**src/rtl/prbs11_gen_g4.sv**
```systemverilog
// prbs11_gen_g4: Gen4 SLOS transmitter.
// Emits the 448-bit PRBS11 symbol-lock ordered set (x^11 + x^9 + 1) serially,
// one bit per clock, reseeding the LFSR at every ordered-set boundary.
// Bursts are either a fixed number of ordered sets or continuous until stop.
module prbs11_gen_g4 #(
    parameter bit lane0_lane1 = 1'b1
) (
    input  logic       clk,
    input  logic       reset,
    input  logic       start,
    input  logic [7:0] os_count,
    input  logic       stop,
    output logic       data_out,
    output logic       data_valid,
    output logic       os_start,
    output logic       busy,
    output logic       done
);

    localparam logic [10:0] SEED     = lane0_lane1 ? 11'h7FF : 11'h770;
    localparam logic [8:0]  LAST_BIT = 9'h1BF;

    typedef enum logic [1:0] {
        IDLE,
        SEND,
        DONE
    } state_t;

    state_t      state, state_nx;
    logic [10:0] lfsr, lfsr_nx;
    logic [8:0]  bit_cnt, bit_cnt_nx;
    logic [7:0]  os_cnt, os_cnt_nx;
    logic [7:0]  os_len, os_len_nx;
    logic        stop_pend, stop_pend_nx;
    logic        last_bit;
    logic        burst_end;

    logic        data_out_nx;
    logic        data_valid_nx;
    logic        os_start_nx;
    logic        busy_nx;
    logic        done_nx;

    // State and datapath registers.
    always_ff @(posedge clk or posedge reset) begin
        if (reset) begin
            state     <= IDLE;
            lfsr      <= SEED;
            bit_cnt   <= '0;
            os_cnt    <= '0;
            os_len    <= '0;
            stop_pend <= 1'b0;
        end else begin
            state     <= state_nx;
            lfsr      <= lfsr_nx;
            bit_cnt   <= bit_cnt_nx;
            os_cnt    <= os_cnt_nx;
            os_len    <= os_len_nx;
            stop_pend <= stop_pend_nx;
        end
    end

    // Next-state and datapath update; lfsr[10] is the bit currently on data_out.
    always_comb begin
        state_nx     = state;
        lfsr_nx      = lfsr;
        bit_cnt_nx   = bit_cnt;
        os_cnt_nx    = os_cnt;
        os_len_nx    = os_len;
        stop_pend_nx = stop_pend;
        last_bit     = (bit_cnt == LAST_BIT);
        // A stop seen on the final bit itself still ends at this boundary.
        burst_end    = ((os_len != 8'd0) && ((os_cnt + 8'd1) == os_len))
                       || stop_pend || stop;
        case (state)
            IDLE: begin
                stop_pend_nx = 1'b0;
                if (start) begin
                    state_nx   = SEND;
                    os_len_nx  = os_count;
                    os_cnt_nx  = '0;
                    lfsr_nx    = SEED;
                    bit_cnt_nx = '0;
                end
            end
            SEND: begin
                if (last_bit) begin
                    lfsr_nx    = SEED;
                    bit_cnt_nx = '0;
                    os_cnt_nx  = os_cnt + 8'd1;
                    if (burst_end) begin
                        state_nx     = DONE;
                        stop_pend_nx = 1'b0;
                    end
                end else begin
                    lfsr_nx      = {lfsr[9:0], lfsr[10] ^ lfsr[8]};
                    bit_cnt_nx   = bit_cnt + 9'd1;
                    stop_pend_nx = stop_pend | stop;
                end
            end
            DONE: begin
                state_nx = IDLE;
            end
            default: begin
                state_nx = IDLE;
            end
        endcase
    end

    // Output decode from the upcoming state so every output is registered.
    always_comb begin
        data_valid_nx = (state_nx == SEND);
        busy_nx       = (state_nx == SEND);
        done_nx       = (state_nx == DONE);
        os_start_nx   = data_valid_nx && (bit_cnt_nx == 9'd0);
        data_out_nx   = data_valid_nx && lfsr_nx[10];
    end

    // Output registers.
    always_ff @(posedge clk or posedge reset) begin
        if (reset) begin
            data_out   <= 1'b0;
            data_valid <= 1'b0;
            os_start   <= 1'b0;
            busy       <= 1'b0;
            done       <= 1'b0;
        end else begin
            data_out   <= data_out_nx;
            data_valid <= data_valid_nx;
            os_start   <= os_start_nx;
            busy       <= busy_nx;
            done       <= done_nx;
        end
    end

endmodule

```
**config.mk**
```make
export PLATFORM = sky130hd
export DESIGN_NAME = prbs11_gen_g4
export DESIGN_NICKNAME = d
export VERILOG_FILES = /design/src/rtl/prbs11_gen_g4.sv
export SDC_FILE = /design/constraint.sdc
export NUM_CORES = 1
export LEC_CHECK = 0
export ABC_AREA = 0
export CAP_MARGIN = 20
export CORE_ASPECT_RATIO = 1.1
export CORE_UTILIZATION = 40
export CTS_CLUSTER_SIZE = 12
export DETAILED_ROUTE_END_ITERATION = 10
export PLACE_DENSITY_LB_ADDON = 0.05
export SLEW_MARGIN = 20
export SYNTH_ARGS = -nofsm -noshare
export SYNTH_HDL_FRONTEND = slang
export SYNTH_SLANG_ARGS = --single-unit
```
**constraint.sdc**
```tcl
create_clock -name clk -period 4.3 [get_ports clk]
set_clock_uncertainty 0.05 [all_clocks]
set_input_delay 0.86 -clock clk [delete_from_list [all_inputs] [get_ports clk]]
set_output_delay 0.86 -clock clk [all_outputs]
set_load 0.1 [all_outputs]
```
# Yosys cells after proc, flatten, opt, wreduce, memory -nomap -nowiden
# Cells that the tools add are included.
[totals] register_bits=43 inputBits=12 output_inout_bits=5 word_cells=52
[op_classes] addsub=2 n_eq_ne=8 n_mux=16 n_bitwise=2 n_reduce_logical=13
[op_table] cell="$mux 11" n=2
[op_table] cell="$pmux 11 s2" n=1
[op_table] cell="$mux 9" n=2
[op_table] cell="$pmux 9 s2" n=1
[op_table] cell="$mux 8" n=2
[op_table] cell="$pmux 8 s2" n=1
[op_table] cell="$add 9x1->9 const B" n=1
[op_table] cell="$eq 9x9->1 const B" n=1
[op_table] cell="$logic_not 9->1" n=1
[op_table] cell="$add 8x1->8 const B" n=1
[op_table] cell="$eq 8x8->1" n=1
[op_table] cell="$reduce_bool 8->1" n=1
[op_table] cell="$mux 2" n=3
[op_table] cell="$reduce_and 2->1" n=3
[op_table] cell="$eq 2x1->1 const B" n=2
[op_table] cell="$ne 2x2->1 const B" n=2
[op_table] cell="$pmux 2 s2" n=1
[op_table] cell="$logic_and 1x1->1" n=3
[op_table] cell="$ne 3x3->1 const B" n=1
[op_table] cell="$reduce_and 3->1" n=1
[op_table] cell="$eq 2x2->1 const B" n=1
[op_table] cell="$logic_not 2->1" n=1
[op_table] cell="$logic_or 1x1->1" n=2
[op_table] cell="$mux 1" n=2
[op_table] cell="other kinds (4)" n=4

# Longest topological paths before layout
# Gate-level depths: netlist (run 1).
[logic_depth] depth_word=10 ltp_mapped=8 ltp_nobuf=7

# Worst setup path after synthesis (run 1)
# Ideal clock, no wire load.
[synth_path] path_type="register to output" from="register busy (netlist name)" to="output port data_valid" t_arrival_ns=1.324 required_ns=3.390 path_slack_ns=2.066 stages_incl_launch_ff=2 n_path_buf=1 cell_sequence="dfrtp_1 -> buf_4"
[synth_rtl] element="end: declaration" line_no="14" rtl="output logic data_valid,"

# Final worst setup path (run 1)
[layout_path] from="input port start" to="register os_start"
[layout_between] elab_chain_len=4 word_cells_on_any_way=7 cone_classes="1 x eq/ne; 4 x mux; 2 x reduce/logical"
[layout_rtl] element="start: declaration" line_no="10" rtl="input logic start,"
[layout_rtl] element="$mux 9" line_no="78" rtl="if (start) begin"
[layout_rtl] element="$pmux 9 s2" line_no="75" rtl="case (state)"
[layout_rtl] element="net bit_cnt_nx[4]" line_no="31" rtl="logic [8:0] bit_cnt, bit_cnt_nx;"
[layout_rtl] element="$logic_not 9->1" line_no="115" rtl="os_start_nx = data_valid_nx && (bit_cnt_nx == 9'd0);"
[layout_rtl] element="$logic_and 1x1->1" line_no="115"
[layout_rtl] element="net os_start_nx" line_no="40" rtl="logic os_start_nx;"
[layout_rtl] element="end signal: assignment" line_no="130" rtl="os_start <= os_start_nx;"
[layout_rtl] element="end: declaration" line_no="15" rtl="output logic os_start,"
# The timed path passes the listed nets, and every way through them passes these cells.
# A chain may end at the register's enable or synchronous reset.

==> metrics.yaml, run 1 <==
worst_setup_path:
  critPathRequiredTime_ps: 4470
  crit_type: "in2reg"
  worstPathArrival_ps: 2890
  endpoint_kind: "register"
  startpoint_type: "primary input"
  worstPathMaxFanout: 13
global_route:
  grt-ovfl-total: 0
  grt.met1_usage_pct: 22.9
  grt_max_degree: 38
  track_usage_pct: 17.4
  grt_pass1_vias: 1621
  grt_pass1_wl_um: 7850
  grt.busiest_layer: "met2"
  grtUsageMet3_pct: 3.72
  antenna_found_initial: 0
  grt_util_met2_pct: 29.2
synthesis:
  synth-edff-count: 0
  synth_top_area_cell: "dfrtp_1"
  synth-seq-area-share_pct: 48.0
  async_flop_share_pct: 100
  synth_compound_area_share_pct: 16.6
  synth_top_family_by_area: "simple AND/OR/NAND/NOR gates"
  ys.flop_type: "dfrtp_1"
  synth_commonest_cells: "nand2_1 (34), dfrtp_1 (32), nand3_1 (15), o21ai_0 (15), nor2_1 (13)"
  synthTopCellsByArea: "dfrtp_1 (35%), dfstp_2 (13%), nand2_1 (5.6%)"
  synth-xor-area-share_pct: 4.19
  synth_area_um2: 2270
  syn_area_per_cell_um2: 9.88
  synth_top_cell_area_share_pct: 35.2
  synth_most_common_cell: "nand2_1"
  ys_warn_count: 0
  synth_mux_area_share_pct: 4.46
  postSynthCellCount: 230
  synth_adder_area_share_pct: 1.10
  ys_ff_latch: 43
  synth_simple_gate_area_share_pct: 23.1
  synth_cell_type_count: 52
  syn_nets: 244
detailed_routing:
  detail_route.first_pass.iterations: 4
  detail-route-antenna-nets: 0
  drc: 0
  vias: 1688
  drt-initial-drc-count: 75
  vias_per_cell: 5.24
  drt_wl_total_um: 4640
  wl_per_cell_um: 14.4
layout:
  antenna_cells: 0
  area_growth_pct: 14.6
  nFillCells: 525
  drive_gt1_share_pct: 16.6
  final_area_um2: 2600
  multi_input_area_um2: 1130
  nets: 260
  seqCellArea_um2: 1090
  fin_util_pct: 47.9
floorplan:
  num_rows: 28
  die-area_um2: 5990
  die-width_um: 73.9
  io_pins: 17
  core_um2: 5430
  start_util_pct: 41.8
  die_y_um: 81.0
sta:
  final_max_slew_viol_count: 0
  rsz0062_at_grt: "false"
  period_share_pct: 63.4
  hold_viol: 0
  tns_ps: 0
  worst_pin_slew_ps: 973
  period_needed_ps: 2730
  clock.fmax_mhz: 367
  setup-violations-final: 0
  slew_headroom_pct: 34.9
clock_network:
  h-tree-depth: 2
  cts_resized: 0
  cts-root-buf: "clkbuf_8"
  cts.sinks: 43
  cts_tree: "done"
  holdBufCountCts: 0
  cts_buffer_depth: 2
  cts_buffers: 5
  insertion_delay_ps: 290
  cts_setup_buffers: 0
  clkSlewWorstSetupHoldPaths_ps: 70
min_path:
  hp-class: "reg2reg"
placed_design:
  numPortBuffers: 16
  place_area_um2: 2510
  dp_hpwl_um: 3290
  gp_congestion: 0.738
power:
  p_leak_nw: 1.02
  power_density_nw_per_um2: 619
  ir_drop_mv: 0.306
run:
  cap_viol_max_count: 0
outcome:
  status: "finished, final reports clean"
worst max-delay path: stages:
cell,delay (ps)
clkdlybuf4s50_1,470
nor3b_2,150
buf_4,240
nand2b_1,430
o22ai_1,180
nor4_1,280
nand4_1,160
nor2_1,120
path summary, 6_finish.rpt:
check | startpoint | end | slack, ps | cells past startpoint
setup / recovery | start | os_start | 1570 | 8
hold / removal | lfsr[2] | lfsr[3] | 440 | 2
setup reg to reg | bit_cnt[0] | os_start | 1890 | 7
hold reg to reg | lfsr[2] | lfsr[3] | 440 | 2
max in group asynchronous | reset | lfsr[1] | 2750 | 3
min in group asynchronous | reset | os_len[3] | 700 | 2
area by class of cell:
class | instances | area share, %
tap | 75 | 3.60
inverter | 4 | 0.577
timing repair buffer | 19 | 7.02
multi-input combinational | 173 | 43.4
clock inverter | 1 | 0.192
sequential | 43 | 41.9
clock buffer | 7 | 3.32
routing by layer:
layer	vias up	part of all wire (%)
met2	18	50
met1	811	47
met5	-	0
li1	855	-
met3	4	2.4
met4	0	0.84
through the flow:
step                      setup slack [ps]  cells  power [mW]  hold slack, ps
final                                 1570    322        1.61             440
after global routing                  1270    322        1.73             460
after CTS                             1340    322        1.63             443
after detailed placement              1030    314        1.37             431
after global placement                1070    314        1.36             428
after floorplan                       2070    230        1.21             413
cells in the final DEF, fill, tap and decap left out, types with 9 or more instances in the layout:
cell type	count
nor2_1	13
nand2_1	34
nand3_1	15
mux2_2	9
dfrtp_1	32
o21ai_0	15
dfstp_2	11
clkdlybuf4s50_1	16
sequential cells by signal (all words and copies together), names as in the netlist:
register / flops
lfsr: 11
os_len: 8
done: 1
state: 2
bit_cnt: 9
os_start: 1
os_cnt: 8
stop_pend: 1
busy: 1
data_out: 1
cell families after synthesis:
group / Yosys count
mux: 9
buf+inv: 14
flops: 43
compound gates: 52
xor+xnor: 10
simple gates: 100
fa+ha+maj: 2
where the power goes:
group | total [mW] | leakage (nW) | internal (mW) | switching (mW)
logic | 0.625 | 0.456 | 0.269 | 0.356
clock network | 0.262 | 0.0482 | 0.130 | 0.132
registers | 0.725 | 0.519 | 0.586 | 0.138
total | 1.61 | 1.02 | 0.985 | 0.626
No activity file was read; power rests on OpenSTA's default activity.
==> inputs of run 2 (changes only) <==
==> constraint.sdc (replaced) <==
create_clock -name clk -period 2.35 [get_ports clk]
set_clock_uncertainty 0.05 [all_clocks]
set_input_delay 0.47 -clock clk [delete_from_list [all_inputs] [get_ports clk]]
set_output_delay 0.47 -clock clk [all_outputs]
set_load 0.1 [all_outputs]
==> metrics.yaml, run 2 (synthesis gave the netlist of run 1 again) <==
outcome:
  status: "finished, final reports clean"
sta:
  setup-violations-final: 0  # unchanged
  clock.fmax_mhz: 472
  hold_viol: 0  # unchanged
  slew_headroom_pct: 53.4  # +18 points
  worst_pin_slew_ps: 698  # -275 ps
  tns_ps: 0  # unchanged
  period_share_pct: 90.1
  rsz0062_at_grt: "false"
  period_needed_ps: 2120
  final_max_slew_viol_count: 0  # unchanged
placed_design:
  numPortBuffers: 16  # unchanged
  gp_congestion: 0.805  # +9.1%
  place_area_um2: 2580  # +3.0%
  dp_hpwl_um: 3480  # +5.8%
min_path:
  hp-class: "reg2reg"
  worstHoldStart: "lfsr[7]"
floorplan:
  core_um2: 5430  # unchanged
  die_y_um: 81.0  # unchanged
  io_pins: 17  # unchanged
  start_util_pct: 41.8  # unchanged
  num_rows: 28  # unchanged
  die-area_um2: 5990  # unchanged
  die-width_um: 73.9  # unchanged
layout:
  drive_gt1_share_pct: 22.2  # +5.6 points
  nets: 270  # +3.8%
  top_regs: "lfsr (11), bit_cnt (9)"
  fin_util_pct: 49.8  # +1.8 points
  area_growth_pct: 19.0
  largest_reg_flops: 11  # unchanged
  final_cell_mix: "nand2_1 (34), dfrtp_1 (32), buf_4 (17)"
  mostFrequentLayoutCell: "nand2_1"
  final_area_um2: 2700  # +3.8%
  antenna_cells: 0  # unchanged
  largest_register: "lfsr"
worst_setup_path:
  worstPathArrival_ps: 2290  # -600 ps
  startpoint_type: "register"
  crit_type: "reg2reg"
  reg2reg_slack_ps: 230  # -1660 ps
  startpoint: "bit_cnt[1]"
  critPathRequiredTime_ps: 2530  # -1940 ps
  endpoint_kind: "register"
  worstPathMaxFanout: 5  # -8
  rr_startpoint: "bit_cnt[1]"
global_route:
  grt_pass1_vias: 1757  # +8.4%
  grt_max_degree: 44  # +16%
  antenna_found_initial: 0  # unchanged
  grt_pass1_wl_um: 8290  # +5.6%
  track_usage_pct: 18.5  # +1.1 points
  grt-ovfl-total: 0  # unchanged
clock_network:
  cts.sinks: 43  # unchanged
  clkSlewWorstSetupHoldPaths_ps: 80  # about the same
  cts_setup_buffers: 0  # unchanged
  h-tree-depth: 2  # unchanged
  cts_buffer_depth: 2  # unchanged
  cts_tree: "done"
  cts_buffers: 5  # unchanged
  insertion_delay_ps: 300  # about the same
  cts-root-buf: "clkbuf_8"
detailed_routing:
  detail_route.first_pass.iterations: 4  # unchanged
  vias_per_cell: 5.43  # +3.5%
  drt-initial-drc-count: 101  # +35%
  wl_per_cell_um: 14.5  # +0.57%
  drt_wl_total_um: 4810  # +3.7%
  detail-route-antenna-nets: 0  # unchanged
  drc: 0  # unchanged
  vias: 1802  # +6.8%
run:
  cap_viol_max_count: 0  # unchanged
power:
  power_mw: 3.12  # +94%
  power_density_nw_per_um2: 1150  # +86%
  ir_drop_mv: 0.573  # +87%
  p_leak_nw: 1.09  # +6.4%
run 2: cell count changes in the layout (fill, tap and decap cells not counted), sizes merged:
cell and delta:
buf +15, clkdlybuf4s50 -5, bufinv +1, clkbuf -1
run 2: timing repair:
item / CTS / global route
endpoints found under the setup margin: 0 / 4
hold buffers: 0 / 0
gates resized for setup: 0 / 1
run 2: final timing paths:
check | endpoint | cells past startpoint
max | os_start | 9
min | lfsr[7] | 2
max reg2reg | os_start | 9
min reg2reg | lfsr[7] | 2
max in group asynchronous | lfsr[8] | 3
min in group asynchronous | os_len[3] | 3
run 2: per-layer routing:
layer | GRT usage [%] | part of all wire (%)
met2 | 30.8 | 49
met5 | 0 | 0
met1 | 23.5 | 47
met4 | 7.31 | 1.7
met3 | 3.85 | 2.9
run 2: per-stage QoR:
| stage | worst slack [ps] | hold slack [ps] | instances |
|---|---|---|---|
| after global routing | 3.31 | 456 | 332 |
| after floorplan | 306 | 413 | 230 |
| after CTS | 115 | 438 | 332 |
| after detailed placement | 88.5 | 426 | 324 |
| final | 232 | 436 | 332 |
| after global placement | 90.8 | 421 | 324 |
run 2: worst max-delay path, stage by stage, from the launching register on:
cell and delay (ps):
dfrtp_1 400, ha_1 210, nand3_1 190, buf_4 220
o31ai_4 260, buf_4 180, a21oi_1 40, nor4_1 260
nand4_1 150, nor2_1 100
run 2: report_power, final:
part	switching [mW]	internal, mW	leakage, nW
Clock	0.248	0.344	0.0612
Sequential	0.251	1.07	0.519
Combinational	0.668	0.536	0.508
Total	1.17	1.95	1.09
run 2: final cells by class:
type,count,area [um^2]
Inverter,4,15.0
Clock inverter,2,35.0
Clock buffer,6,82.6
Timing Repair Buffer,29,258
Fill cell,512,2730
Multi-Input combinational cell,173,1130
Tap cell,75,93.8
Sequential cell,43,1090
==> RTL change 1 (settings of run 2) <==
Set the parameter `lane0_lane1` to 1'b0 (it was 1'b1).
--- a/src/rtl/prbs11_gen_g4.sv
+++ b/src/rtl/prbs11_gen_g4.sv
@@ -3,7 +3,7 @@
 // one bit per clock, reseeding the LFSR at every ordered-set boundary.
 // Bursts are either a fixed number of ordered sets or continuous until stop.
 module prbs11_gen_g4 #(
-    parameter bit lane0_lane1 = 1'b1
+    parameter bit lane0_lane1 = 1'b0
 ) (
     input  logic       clk,
     input  logic       reset,
Formal check against the unedited RTL: not equivalent (Yosys sat finds a counterexample within 10 cycles, from zero or initial values and one cycle with reset high).
==> RTL change 1 against run 2 <==
Wire length decreased by 8.7%. Cell count decreased by 13%. Design area decreased by 7.8%. First-iteration DRC count decreased by 2.0%. Critical path type unchanged. Synthesized cell count decreased by 10%. Non-clock buffer count decreased by 1. Setup slack got worse by 0.0049 ns. Sequential cell count unchanged. Area after synthesis decreased by 5.9%. Total power decreased by 12%.
==> RTL change 1: results (changes against run 2) <==
status finished, final reports clean; data arrival time of the worst path 2.25 ns (-0.04 ns); largest net degree at the start of global routing 44 (unchanged); worst skew pair latency 0.29 ns; ratio of cells with drive above 1 in the final layout 19.0% (-3.2 points); clock tree buffer depth 2 (unchanged); class of the worst hold path flip-flop to flip-flop; top flop regs lfsr (11), bit_cnt (9); CP Max Fanout 9 (+4); worst relative slew slack 53.5% (+0.13 points); Cells after DPL 282 (-13%); Synth cell types 41 (-21%); initial antenna violation count 0 (unchanged); DPL Wire Length 3.23 mm (-7.3%); Leak Pwr 0.995 nW (-8.5%); first-pass GRT wire length 7.73 mm (-6.7%); CTS resizes 0 (unchanged); htree depth 2 (unchanged); Filler cells 473 (-7.6%); CTS clk-pin slew, worst paths 0.08 ns (about the same); Diodes inserted 0 (unchanged); RePlAce Congestion 0.806 (+0.17%); synth cell count leaders dfrtp_1 (37), o21ai_0 (21), nand2_1 (17); final hold viol count 0 (unchanged); syn_nets 220 (-9.8%); reg2reg path depth 7 (-2); Hold WS 0.444 ns (+0.00830 ns); Syn Area/Cell 10.4 um^2 (+5.0%); Post-synth EDFFs 0 (unchanged); hold endpoint lfsr[0]$_DFFE_PP0P_; clk root buf clkbuf_8; Max VDD drop 468 uV (-18%); Hold Crit Start lfsr[0]$_DFFE_PP0P_; CTS buffer count 5 (unchanged); reg2reg start bit_cnt[1]$_DFF_PP0_; Reg-to-Reg End os_cnt[6]$_DFFE_PP0P_; top post-synthesis cells by area dfrtp_1 (43%), dfstp_2 (7.4%), xnor2_1 (5.3%), o21ai_0 (4.9%), mux2_2 (4.2%); Routed WL 4.39 mm (-8.7%); nets 245 (-9.3%); global-route usage over all layers 17.6% (-0.89 points); DR pass1 iterations 4 (unchanged); sequential area share after synthesis 50.7% (+2.7 points); via count 1632 (-9.4%); via-per-instance ratio 5.63 (+3.7%); Starting DRT DRC Count 99 (-2.0%); WHS Path Cells 2 (unchanged); DP Worst Slack 0.0952 ns (+0.00678 ns)
RTL change 1: where the power goes:
part	switching (W)	internal (W)
sequential	0.000282	0.00104
combinational	0.000479	0.000452
clock	0.000239	0.000237
RTL change 1: worst max-delay path by stage:
stage	start	endpoint	slack, ns	cells after the start
detailed placement	start	os_cnt[6]$_DFFE_PP0P_	0.1	5
global route	bit_cnt[1]$_DFF_PP0_	os_cnt[7]$_DFFE_PP0P_	0.06	7
finish	bit_cnt[1]$_DFF_PP0_	os_cnt[6]$_DFFE_PP0P_	0.23	7
CTS	os_cnt[0]$_DFFE_PP0P_	os_start$_DFF_PP0_	0.08	7
floorplan	os_cnt[0]$_DFFE_PP0P_	os_start$_DFF_PP0_	0.35	7
global placement	os_cnt[0]$_DFFE_PP0P_	os_start$_DFF_PP0_	0.12	7
RTL change 1: routing by layer:
metal  GRT usage (%)  up-vias  wire (um)
li1                -      800          -
met1            22.2      805       1970
met2            30.2       25       2320
met3            3.98        2         95
met4            5.10        0          5
met5               0        -          0
RTL change 1: kinds of logic after synthesis:
logic type               share of synthesized area, %
AND/OR/NAND/NOR                                  15.2
AO/OA/AOI/OAI                                    18.4
flip-flops                                       50.7
XOR/XNOR                                         7.38
buffers and inverters                            2.87
multiplexers                                     4.22
adder cells (fa/ha/maj)                          1.17
RTL change 1: layout make-up:
type | instances | share of cell area, %
flip-flops and latches | 43 | 43.5
multi-input cells | 149 | 39.8
repair buffers | 28 | 9.54
clock buffers | 7 | 3.46
well taps | 58 | 2.91
inverters | 4 | 0.602
clock inverters | 1 | 0.201
RTL change 1: per-stage QoR:
step           power [W]  utilization [%]  cell area, um^2
6_report         0.00273             49.2             2490
5_1_grt          0.00296             49.2             2490
4_1_cts          0.00276             49.2             2490
3_3_place_gp     0.00223             47.4             2400
3_5_place_dp     0.00227             47.4             2400
2_1_floorplan    0.00203                -             2140
RTL change 1: critical path, stage by stage, from the launching register on:
cell	delay (ns)
dfrtp_1	0.46
ha_1	0.25
nand4b_1	0.18
nor2_1	0.09
buf_4	0.15
a21oi_1	0.54
o21ai_0	0.19
o41ai_1	0.10
==> RTL change 2 (settings of run 2) <==
Without the edit above. Put one more register stage on the output `os_start`. The value now appears one clock later. The other outputs are not delayed to match.
--- a/src/rtl/prbs11_gen_g4.sv
+++ b/src/rtl/prbs11_gen_g4.sv
@@ -25,6 +25,8 @@
         SEND,
         DONE
     } state_t;
+
+    logic os_start_s0;
 
     state_t      state, state_nx;
     logic [10:0] lfsr, lfsr_nx;
@@ -121,17 +123,25 @@
         if (reset) begin
             data_out   <= 1'b0;
             data_valid <= 1'b0;
-            os_start   <= 1'b0;
+            os_start_s0 <= 1'b0;
             busy       <= 1'b0;
             done       <= 1'b0;
         end else begin
             data_out   <= data_out_nx;
             data_valid <= data_valid_nx;
-            os_start   <= os_start_nx;
+            os_start_s0 <= os_start_nx;
             busy       <= busy_nx;
             done       <= done_nx;
         end
     end
 
+    always_ff @(posedge clk or posedge reset) begin
+        if (reset) begin
+            os_start <= '0;
+        end else begin
+            os_start <= os_start_s0;
+        end
+    end
+
 endmodule
 
Check against the original RTL: not equivalent (Yosys sat finds a counterexample within 4 cycles, from zero or initial values and one cycle with reset high).
==> RTL change 2 against run 2 <==
Global-route usage grew 0.11 points. Hold slack worse by 0.13 ns. Area after synthesis up 1.1%. Wire length is 2.3% higher. Total power fell by 2.4%. Setup slack worse by 0.057 ns. Synthesized cell count rose by 0.43%. Design area unchanged. Highest routed layer unchanged. Clock power fell by 18%. Sequential cell count increased by 1. Non-clock buffer count grew 2.
==> RTL change 2: results (changes against run 2) <==
DR pass1 iterations 4 (unchanged); wire length on met2 2.42 mm (+3.4%); status finished, final reports clean; global-route usage over all layers 18.6% (+0.11 points); data arrival time of the worst path 2.35 ns (+0.06 ns); synth cell count leaders nand2_1 (34), dfrtp_1 (33), nand3_1 (15), o21ai_0 (15), nor2_1 (13); largest net degree at the start of global routing 45 (+2.3%); ratio of cells with drive above 1 in the final layout 21.9% (-0.26 points); routed metal-1 wirelength 2.32 mm (+3.0%); vias in the first global route 1796 (+2.2%); top post-synthesis cells by area dfrtp_1 (36%), dfstp_2 (13%), nand2_1 (5.6%), mux2_2 (4.4%), nand3_1 (3.3%); via-per-instance ratio 5.23 (-3.6%); async set-or-reset flop fraction in the synthesized netlist 100% (unchanged); WL met3 117 um (-16%); worst skew pair latency 0.29 ns; Max VDD drop 508 uV (-11%); Hold Crit Start os_start_s0$_DFF_PP0_; WHS Path Cells 0 (-2); nets 273 (+1.1%); reg2reg path depth 7 (-2); Starting DRT DRC Count 30 (-70%); DPL Wire Length 3.54 mm (+1.7%); Reg-to-Reg End os_start_s0$_DFF_PP0_; Leak Pwr 1.09 nW (+0.38%); hold endpoint os_start$_DFF_PP0_; Routed WL 4.92 mm (+2.3%); syn_nets 245 (+0.41%); RePlAce Congestion 0.805 (about the same); first-pass GRT wire length 8.52 mm (+2.8%); worst slew pin tran 0.600 ns (-0.0982 ns); internal reg-to-reg setup slack 0.18 ns (-0.06 ns); sequential area share after synthesis 48.5% (+0.57 points); clk root buf clkbuf_8; CP max stage cell dfrtp_1
## RTL change 2: cell count changes after synthesis
cell / delta
dfrtp_1: +1
## RTL change 2: worst max-delay path: cells and delay by family, from the launching register on
| family | cells | cell delay (ns) |
|---|---|---|
| adder cells (fa/ha/maj) | 1 | 0.22 |
| flip-flops | 1 | 0.41 |
| AND/OR/NAND/NOR | 5 | 1.03 |
| multiplexers | 1 | 0.39 |
## RTL change 2: logic make-up after synthesis
| kind of cell | after synthesis | share of synthesized area, % |
|---|---|---|
| DFF | 44 | 48.5 |
| muxes | 9 | 4.41 |
| and+or+nand+nor | 100 | 22.8 |
| AOI/OAI and AO/OA | 52 | 16.4 |
| buffers and inverters | 14 | 2.61 |
| adders and majority gates | 2 | 1.09 |
| xor gates and xnor gates | 10 | 4.14 |
## RTL change 2: metrics by stage
stage          hold WS, ns  setup slack (ns)  std cells  instance area (um^2)
6_report             0.308             0.175        335                  2700
4_1_cts              0.304             0.138        333                  2690
3_5_place_dp         0.285             0.119        325                  2600
5_1_grt              0.306           0.00564        335                  2700
2_1_floorplan        0.281             0.306        231                  2300
3_3_place_gp         0.283             0.121        325                  2600
## RTL change 2: final cells by class
class | instances | area [um^2]
Timing Repair Buffer | 31 | 260
Fill cell | 556 | 2760
Tap cell | 75 | 93.8
Multi-Input combinational cell | 173 | 1130
Inverter | 4 | 15.0
Clock buffer | 8 | 90.1
Sequential cell | 44 | 1110
## RTL change 2: report_power, final
group | switching, W | internal, W | total [W] | leakage (nW)
Combinational | 0.000671 | 0.000547 | 0.00122 | 0.514
Clock | 0.000247 | 0.000240 | 0.000487 | 0.0455
Sequential | 0.000248 | 0.00109 | 0.00134 | 0.532
Total | 0.00117 | 0.00188 | 0.00305 | 1.09
## RTL change 2: worst max path at each step
| stage | end | slack (ns) | cells after the start |
|---|---|---|---|
| 2_1_floorplan | os_start_s0$_DFF_PP0_ | 0.31 | 7 |
| 3_3_place_gp | os_start_s0$_DFF_PP0_ | 0.12 | 7 |
| 3_5_place_dp | os_start_s0$_DFF_PP0_ | 0.12 | 7 |
| 4_1_cts | os_start_s0$_DFF_PP0_ | 0.14 | 7 |
| 5_1_grt | data_out$_DFF_PP0_ | 0.006 | 7 |
| 6_report | os_start_s0$_DFF_PP0_ | 0.18 | 7 |
## RTL change 2: what timing repair did
| item | CTS | global route |
|---|---|---|
| gates resized for setup | 0 | 1 |
| setup endpoints to repair | 0 | 4 |
| hold buffers | 0 | 0 |
| setup buffers | 0 | 2 |
## RTL change 2: per-layer routing
layer	global-route usage, %	vias to the layer above
li1	-	885
met1	23.3	841
met2	32.5	21
met3	3.31	6
met4	6.23	0
met5	0	-
